### src/rtl/pio_sm_core.sv
// pio_sm_core: PIO state-machine execution core (JMP/WAIT/MOV/SET, delay, clock divider, wrap).
// IN/OUT/PUSH/PULL/IRQ retire as timed no-ops until the FIFO/shift blocks exist.
module pio_sm_core #(
   parameter int ADDR_W = 5,
   parameter int DATA_W = 32,
   parameter int NPINS  = 8,
   parameter int DIV_W  = 16
) (
   input  logic              clk,
   input  logic              rst,
   input  logic              sm_en,
   input  logic [DIV_W-1:0]  clkdiv_int,
   input  logic [ADDR_W-1:0] wrap_top,
   input  logic [ADDR_W-1:0] wrap_bottom,
   input  logic [15:0]       instruction,
   output logic [ADDR_W-1:0] pc,
   input  logic [NPINS-1:0]  pins_in,
   input  logic              jmp_pin,
   input  logic              osr_empty,
   output logic [NPINS-1:0]  pins_out,
   output logic [NPINS-1:0]  pins_oe,
   output logic [DATA_W-1:0] x_out,
   output logic [DATA_W-1:0] y_out,
   output logic              stalled,
   output logic              exec_tick
);
   localparam int SW = NPINS < 5 ? NPINS : 5;
   logic [DIV_W-1:0]  div_cnt;
   logic [4:0]        delay_cnt;
   logic [DATA_W-1:0] x, y, src_val, rev_val, mov_val;
   logic [ADDR_W-1:0] pc_adv;
   logic [31:0]       pins_ext;
   logic [7:0]        jmp_conds;
   logic [2:0]        opc, arg;
   logic              tick, jmp_take, wait_ok;

   assign tick      = sm_en && (clkdiv_int <= DIV_W'(1) || div_cnt >= clkdiv_int - DIV_W'(1));
   assign exec_tick = tick;
   assign opc       = instruction[15:13];
   assign arg       = instruction[7:5];
   assign pc_adv    = (pc == wrap_top) ? wrap_bottom : pc + ADDR_W'(1);
   assign jmp_conds = {~osr_empty, jmp_pin, x != y, y != '0, y == '0, x != '0, x == '0, 1'b1};
   assign jmp_take  = jmp_conds[arg];
   // pins beyond NPINS read as zero through the zero-extended view
   assign pins_ext  = 32'(pins_in);
   assign wait_ok   = instruction[6] | (pins_ext[instruction[4:0]] == instruction[7]);
   assign src_val   = instruction[2:0] == 3'd0 ? DATA_W'(pins_in) :
                      instruction[2:0] == 3'd1 ? x :
                      instruction[2:0] == 3'd2 ? y : '0;
   for (genvar g = 0; g < DATA_W; g++) begin : g_rev
      assign rev_val[g] = src_val[DATA_W-1-g];
   end
   assign mov_val   = instruction[4:3] == 2'b01 ? ~src_val :
                      instruction[4:3] == 2'b10 ? rev_val : src_val;
   assign x_out     = x;
   assign y_out     = y;

   always_ff @(posedge clk) begin
      if (rst) begin
         pc        <= '0;
         x         <= '0;
         y         <= '0;
         pins_out  <= '0;
         pins_oe   <= '0;
         delay_cnt <= '0;
         div_cnt   <= '0;
         stalled   <= 1'b0;
      end else if (!sm_en) begin
         div_cnt <= '0;
      end else begin
         div_cnt <= tick ? '0 : div_cnt + DIV_W'(1);
         if (tick && delay_cnt != 5'd0) begin
            delay_cnt <= delay_cnt - 5'd1;
            stalled   <= 1'b0;
         end else if (tick) begin
            stalled   <= 1'b0;
            delay_cnt <= instruction[12:8];
            pc        <= pc_adv;
            case (opc)
               3'b000: begin
                  if (arg == 3'b010) x <= x - DATA_W'(1);
                  if (arg == 3'b100) y <= y - DATA_W'(1);
                  if (jmp_take) pc <= instruction[ADDR_W-1:0];
               end
               3'b001: if (!wait_ok) begin
                  stalled   <= 1'b1;
                  pc        <= pc;
                  delay_cnt <= '0;
               end
               3'b111: case (arg)
                  3'b000:  pins_out[SW-1:0] <= instruction[SW-1:0];
                  3'b001:  x <= DATA_W'(instruction[4:0]);
                  3'b010:  y <= DATA_W'(instruction[4:0]);
                  3'b100:  pins_oe[SW-1:0] <= instruction[SW-1:0];
                  default: ;
               endcase
               3'b101: case (arg)
                  3'b000:  pins_out <= mov_val[NPINS-1:0];
                  3'b001:  x <= mov_val;
                  3'b010:  y <= mov_val;
                  3'b101:  pc <= mov_val[ADDR_W-1:0];
                  default: ;
               endcase
               default: ;
            endcase
         end
      end
   end
endmodule

### config.mk
export PLATFORM = sky130hd
export DESIGN_NAME = pio_sm_core
export DESIGN_NICKNAME = d
export VERILOG_FILES = /design/src/rtl/pio_sm_core.sv
export SDC_FILE = /design/constraint.sdc
export NUM_CORES = 1
export LEC_CHECK = 0
export BUFFER_PORTS_ARGS = -buffer_cell sky130_fd_sc_hd__buf_2
export CAP_MARGIN = 10
export CORE_MARGIN = 1.5
export CORE_UTILIZATION = 59
export DETAILED_ROUTE_END_ITERATION = 10
export GPL_TIMING_DRIVEN = 0
export PLACE_DENSITY = 0.83
export SYNTH_ARGS = -nofsm -noshare
export SYNTH_HDL_FRONTEND = slang
export SYNTH_SLANG_ARGS = --single-unit
export TNS_END_PERCENT = 50
### constraint.sdc
create_clock -name clk -period 7.45 [get_ports clk]
set_clock_uncertainty 0.05 [all_clocks]
set_input_delay 2.235 -clock clk [delete_from_list [all_inputs] [get_ports clk]]
set_output_delay 2.235 -clock clk [all_outputs]
set_load 0.05 [all_outputs]
# [Word-level counts from Yosys, hierarchy flattened]
# Index checks and enable logic that the tools add are counted.
[totals] out_inout_bits=87 regBits=104 in_bits=55
[classes] n_mux=33 magnitude_cmp=4 add_sub_neg=6 n_eq_ne=23 n_bitwise=5 n_reduce_logical=22
[ops] op="32-bit two-way mux" n=11
[ops] op="32-bit one-hot mux with 3 select lines" n=2
[ops] op="32-bit logical NOT" n=2
[ops] op="32-bit nonzero test" n=2
[ops] op="32-bit by 1-bit subtractor with 32-bit output, second input constant" n=2
[ops] op="5-bit two-way mux" n=10
[ops] op="32-bit != test" n=1
[ops] op="32-bit NOT" n=1
[ops] op="16-bit by 1-bit adder with 16-bit output, second input constant" n=1
[ops] op="16-bit greater-or-equal comparator" n=1
[ops] op="16-bit by 1-bit <= comparator with 1-bit output, second input constant" n=1
[ops] op="16-bit by 1-bit subtractor with 16-bit output, second input constant" n=1
[ops] op="5-bit one-hot mux with 3 select lines" n=1
[ops] op="2-bit != test, second input constant" n=7
[ops] op="7-bit AND reduction" n=2
[ops] op="3-bit equality test, second input constant" n=4
[ops] op="5-bit one-hot mux with 2 select lines" n=1
[ops] op="5-bit AND reduction" n=2
[ops] op="3-bit by 1-bit equality test with 1-bit output, second input constant" n=3
[ops] op="3-bit logical NOT" n=3
[ops] op="3-bit by 2-bit equality test with 1-bit output, second input constant" n=2
[ops] op="5-bit by 6-bit < comparator with 1-bit output, second input constant" n=1
[ops] op="1-bit two-way mux" n=6
[ops] op="6-bit AND reduction" n=1
[ops] op="other kinds (20)" n=25

# [Logic depth before layout (Yosys ltp)]
[depth] word_depth=8 depth_mapped=16 ltp_nobuf=15

# [Worst setup path before layout]
# No wires, ideal clock.
[synth_path] kind="input to output" from="in clkdiv_int[6]" to="out exec_tick" required_time_ns=5.165 cell_stages=11 slack_ns=0.180 t_arrival_ns=4.985 path_cell_list="or4_4 > or2_2 > nor4_1 > xnor2_1 > ha_1 > a21oi_1 > a21boi_0 > a211oi_1 > o31ai_1 > nand2_1 > inv_1"
[synth_via] elab_chain_len=4 word_cells_on_any_way=5
[synth_rtl] element="start, declared" line_no="12" rtl="input logic [DIV_W-1:0] clkdiv_int,"
[synth_rtl] element="16-bit by 1-bit subtractor with 16-bit output" line_no="37" rtl="assign tick = sm_en && (clkdiv_int <= DIV_W'(1) || div_cnt >= clkdiv_int - DIV_W'(1));"
[synth_rtl] element="16-bit greater-or-equal comparator" line_no="37"
[synth_rtl] element="1-bit logical OR *" line_no="37"
[synth_rtl] element="1-bit logical AND *" line_no="37"
[synth_rtl] element="end, declared" line_no="25" rtl="output logic exec_tick"
# Mark *: on every way between the ends. The rest lies on a longest branch, timed or not.

# [Final worst setup path]
[layout_path] from="in clkdiv_int[0]" to="out exec_tick"
# Same word-level chain as after synthesis.

==> impl_results.md <==
* Status: completed
* Drt wl/cell at 26.3 um
* Root Driver: clkbuf_16
* Initial Utilization at 0.599
* H-tree levels at 3
* Post-route ant nets at 0
* Final Setup Violations at 0
* # IOs at 142
* Post-CTS Hold Buffers at 0
* Critical R2R Capture: pc[0]$_SDFFE_PP0P_
* Wirelength, routed at 42.0 mm
* DR DRC count at 0
* WHS Path Cells at 2
* Commonest cells in the netlist: a21oi_1, nor2_1, o21ai_0, dfxtp_1, clkbuf_1
* Synth area leaders: dfxtp_1, a21oi_1, o21ai_0, nor2_1, xor2_1
* Initial drt markers at 1780
* Largest net degree at the start of global routing at 18
* Die Wd at 127 um
* Worst setup SP type: primary input
* Cts bufs inserted at 9
* Port bufs at 133
* Measured slew at the worst slew-check pin at 1160 ps
* Yosys top cell area share at 0.231
* Final worst-path cycle share at 0.988
* First-pass GRT wire length at 61.2 mm
* WS Path Type: primary input to output port
* Worst path cell trace: buf_2 -> nor3_1 -> nand2_1 -> nor4_4 -> nand2_1 -> xor2_1 -> ha_1 -> a211oi_1 -> o21ai_1 -> a221oi_2 -> buf_4 -> o31ai_4 -> nand2_4 -> inv_2 -> buf_6
* Syn. warnings at 0
* Mapped cell area at 9030 sq um
* Vias at 11600
* Hold Violations, Final at 0
* Syn Area/Cell at 7.19 sq um
* Hold Path Class: flop to flop
* Req. time, crit path at 5160 ps
* Minimum clock period at 7360 ps
* Die height at 127 um
* Fmax at 136 MHz
* Static Leak at 0.00434 uW
* Initial antenna violation count at 0
* Register area share after synthesis at 0.231
* CP startpoint: clkdiv_int[0]
* Antenna Cells at 0
* Number of global-route vias before repair at 10600
* Fin. max-slew vios at 0
* Gpl congestion at 1.09
* Pre-CTS setup slack at -706 ps
* Critical path endpoint: exec_tick
* Yosys reg bits at 104
* Row count at 45
* Vias/cell at 7.23
* Hold_ws at 424 ps
* Setup TNS at 0 ps
* TritonCTS clock tree: done
* Clock Sinks at 104
* R2R setup slack at 3490 ps
* Peak VDD IR at 0.165 mV
* Clk_lat worst skew at 370 ps
* # fillers at 1279
* Power Total at 1320 uW
* Max_cap viols at 0
* R2R depth at 9
* Top cell by count, worst path: nand2_1
* RSZ-0062 raised after global routing: no
* CP peak stage delay at 340 ps
* Async SR Flop Fraction at 0
* Worst Path Arrival at 5080 ps
* Crit end category: output port
* Longest Clk Path Bufs at 2
* Post-synth EDFFs at 0
* RR Startpoint: x_out[0]$_SDFFE_PP0P_
* Gr usage total at 0.504
* Max_slew headroom at 0.222
* DR pass1 iterations at 7
* Layout cells sized above 1 at 0.144
* Synth-to-Final Area Change at 14.9%
* Critical path peak fanout at 8
* Total grt overflow at 0
* Post-DP HPWL at 30.7 mm
* P per Cell Area at 127 nW/um^2
* Fin nets at 1486
* Clock slew at the register clock pins of the worst setup and hold paths at 70 ps
* Die footprint at 16100 sq um
* Synth unique cells at 70
* Slowest cell on the critical path: nor4_4
* Cells after Synth at 1256
* Worst Setup Slack, final at 86.6 ps
* Cell accounting for the most synthesized area: dfxtp_1
* Core outline area at 15100 sq um
* Most common flop cell mapped by yosys: dfxtp_1
* Count leader, synth: a21oi_1
-- worst min-delay path by stage --
stage	to	start	slack [ps]
after detailed placement	stalled$_SDFFE_PP0P_	stalled$_SDFFE_PP0P_	410
after floorplan	div_cnt[0]$_SDFF_PP0_	div_cnt[0]$_SDFF_PP0_	390
after global placement	stalled$_SDFFE_PP0P_	stalled$_SDFFE_PP0P_	390
after CTS	stalled$_SDFFE_PP0P_	stalled$_SDFFE_PP0P_	430
final	stalled$_SDFFE_PP0P_	stalled$_SDFFE_PP0P_	420
after global routing	pins_out[4]$_SDFFE_PP0P_	pins_out[4]$_SDFFE_PP0P_	450
-- cell type report --
type / count / area, sq um / share of cell area
inverter: 27 / 101 / 0.00977
sequential: 104 / 2080 / 0.201
clock inverter: 5 / 86.3 / 0.00832
multi-input combinational: 1021 / 6480 / 0.625
buffer: 106 / 438 / 0.0422
timing repair buffer: 139 / 717 / 0.0691
clock buffer: 11 / 233 / 0.0224
tap: 188 / 235 / 0.0227
-- flip-flops by register name, summed over array words and instances (netlist names) --
signal,flops
div_cnt,16
pins_oe,5
x_out,32
pins_out,8
y_out,32
delay_cnt,5
stalled,1
pc,5
-- metal layers --
metal	track usage	part of all wire	vias up	wire [um]
li1	-	-	4884	-
met1	0.652	0.37	5269	15400
met2	0.721	0.40	1140	16800
met3	0.184	0.16	286	6920
met4	0.291	0.068	2	2850
met5	0	0.00052	-	22
-- metrics by stage --
stage / utilization / area, sq um / std cells
final: 0.688 / 10400 / 1601
after global routing: 0.688 / 10400 / 1601
after CTS: 0.684 / 10300 / 1598
after detailed placement: 0.659 / 9940 / 1579
after global placement: 0.659 / 9940 / 1579
after floorplan: - / 9040 / 1258
-- worst max-delay path, delay by kind of cell --
| kind | cells | cell delay [ps] |
|---|---|---|
| buf+inv | 4 | 530 |
| simple gates | 5 | 1090 |
| compound gates | 4 | 730 |
| fa+ha+maj | 1 | 310 |
| xor+xnor | 1 | 160 |
-- cell usage in the layout (no fill, tap or decap), drive strengths merged, types with 23 or more instances in the layout --
master	synthesis	final
a211oi	44	44
a21o	25	25
a21oi	152	152
buf	22	161
clkbuf	84	95
dfxtp	104	104
ha	23	23
inv	25	27
mux2i	23	23
nand2	66	66
nand3	30	30
nand3b	41	41
nor2	144	144
nor3	46	46
nor4	24	24
o21ai	115	115
xnor2	35	35
xor2	52	52
-- cells by family after synthesis --
family / count (synthesis) / share of synthesized area
simple gates: 463 / 0.276
compound gates: 420 / 0.289
buf+inv: 133 / 0.0597
flops: 104 / 0.231
xor+xnor: 87 / 0.0844
mux: 25 / 0.0280
fa+ha+maj: 23 / 0.0319
other cells: 1 / 0.000415
-- report_power, final --
part | switching, uW | internal (uW) | total, uW
combinational | 159 | 65.4 | 224
sequential | 0.758 | 556 | 556
clock | 238 | 298 | 536
-- repair_timing --
item | in CTS | in global routing
endpoints found under the setup margin | 1 | 1
pin swaps | 2 | 2
buffers inserted | 3 | 3
gates resized for setup | 8 | 7
Power figures use the tool's default switching activity.
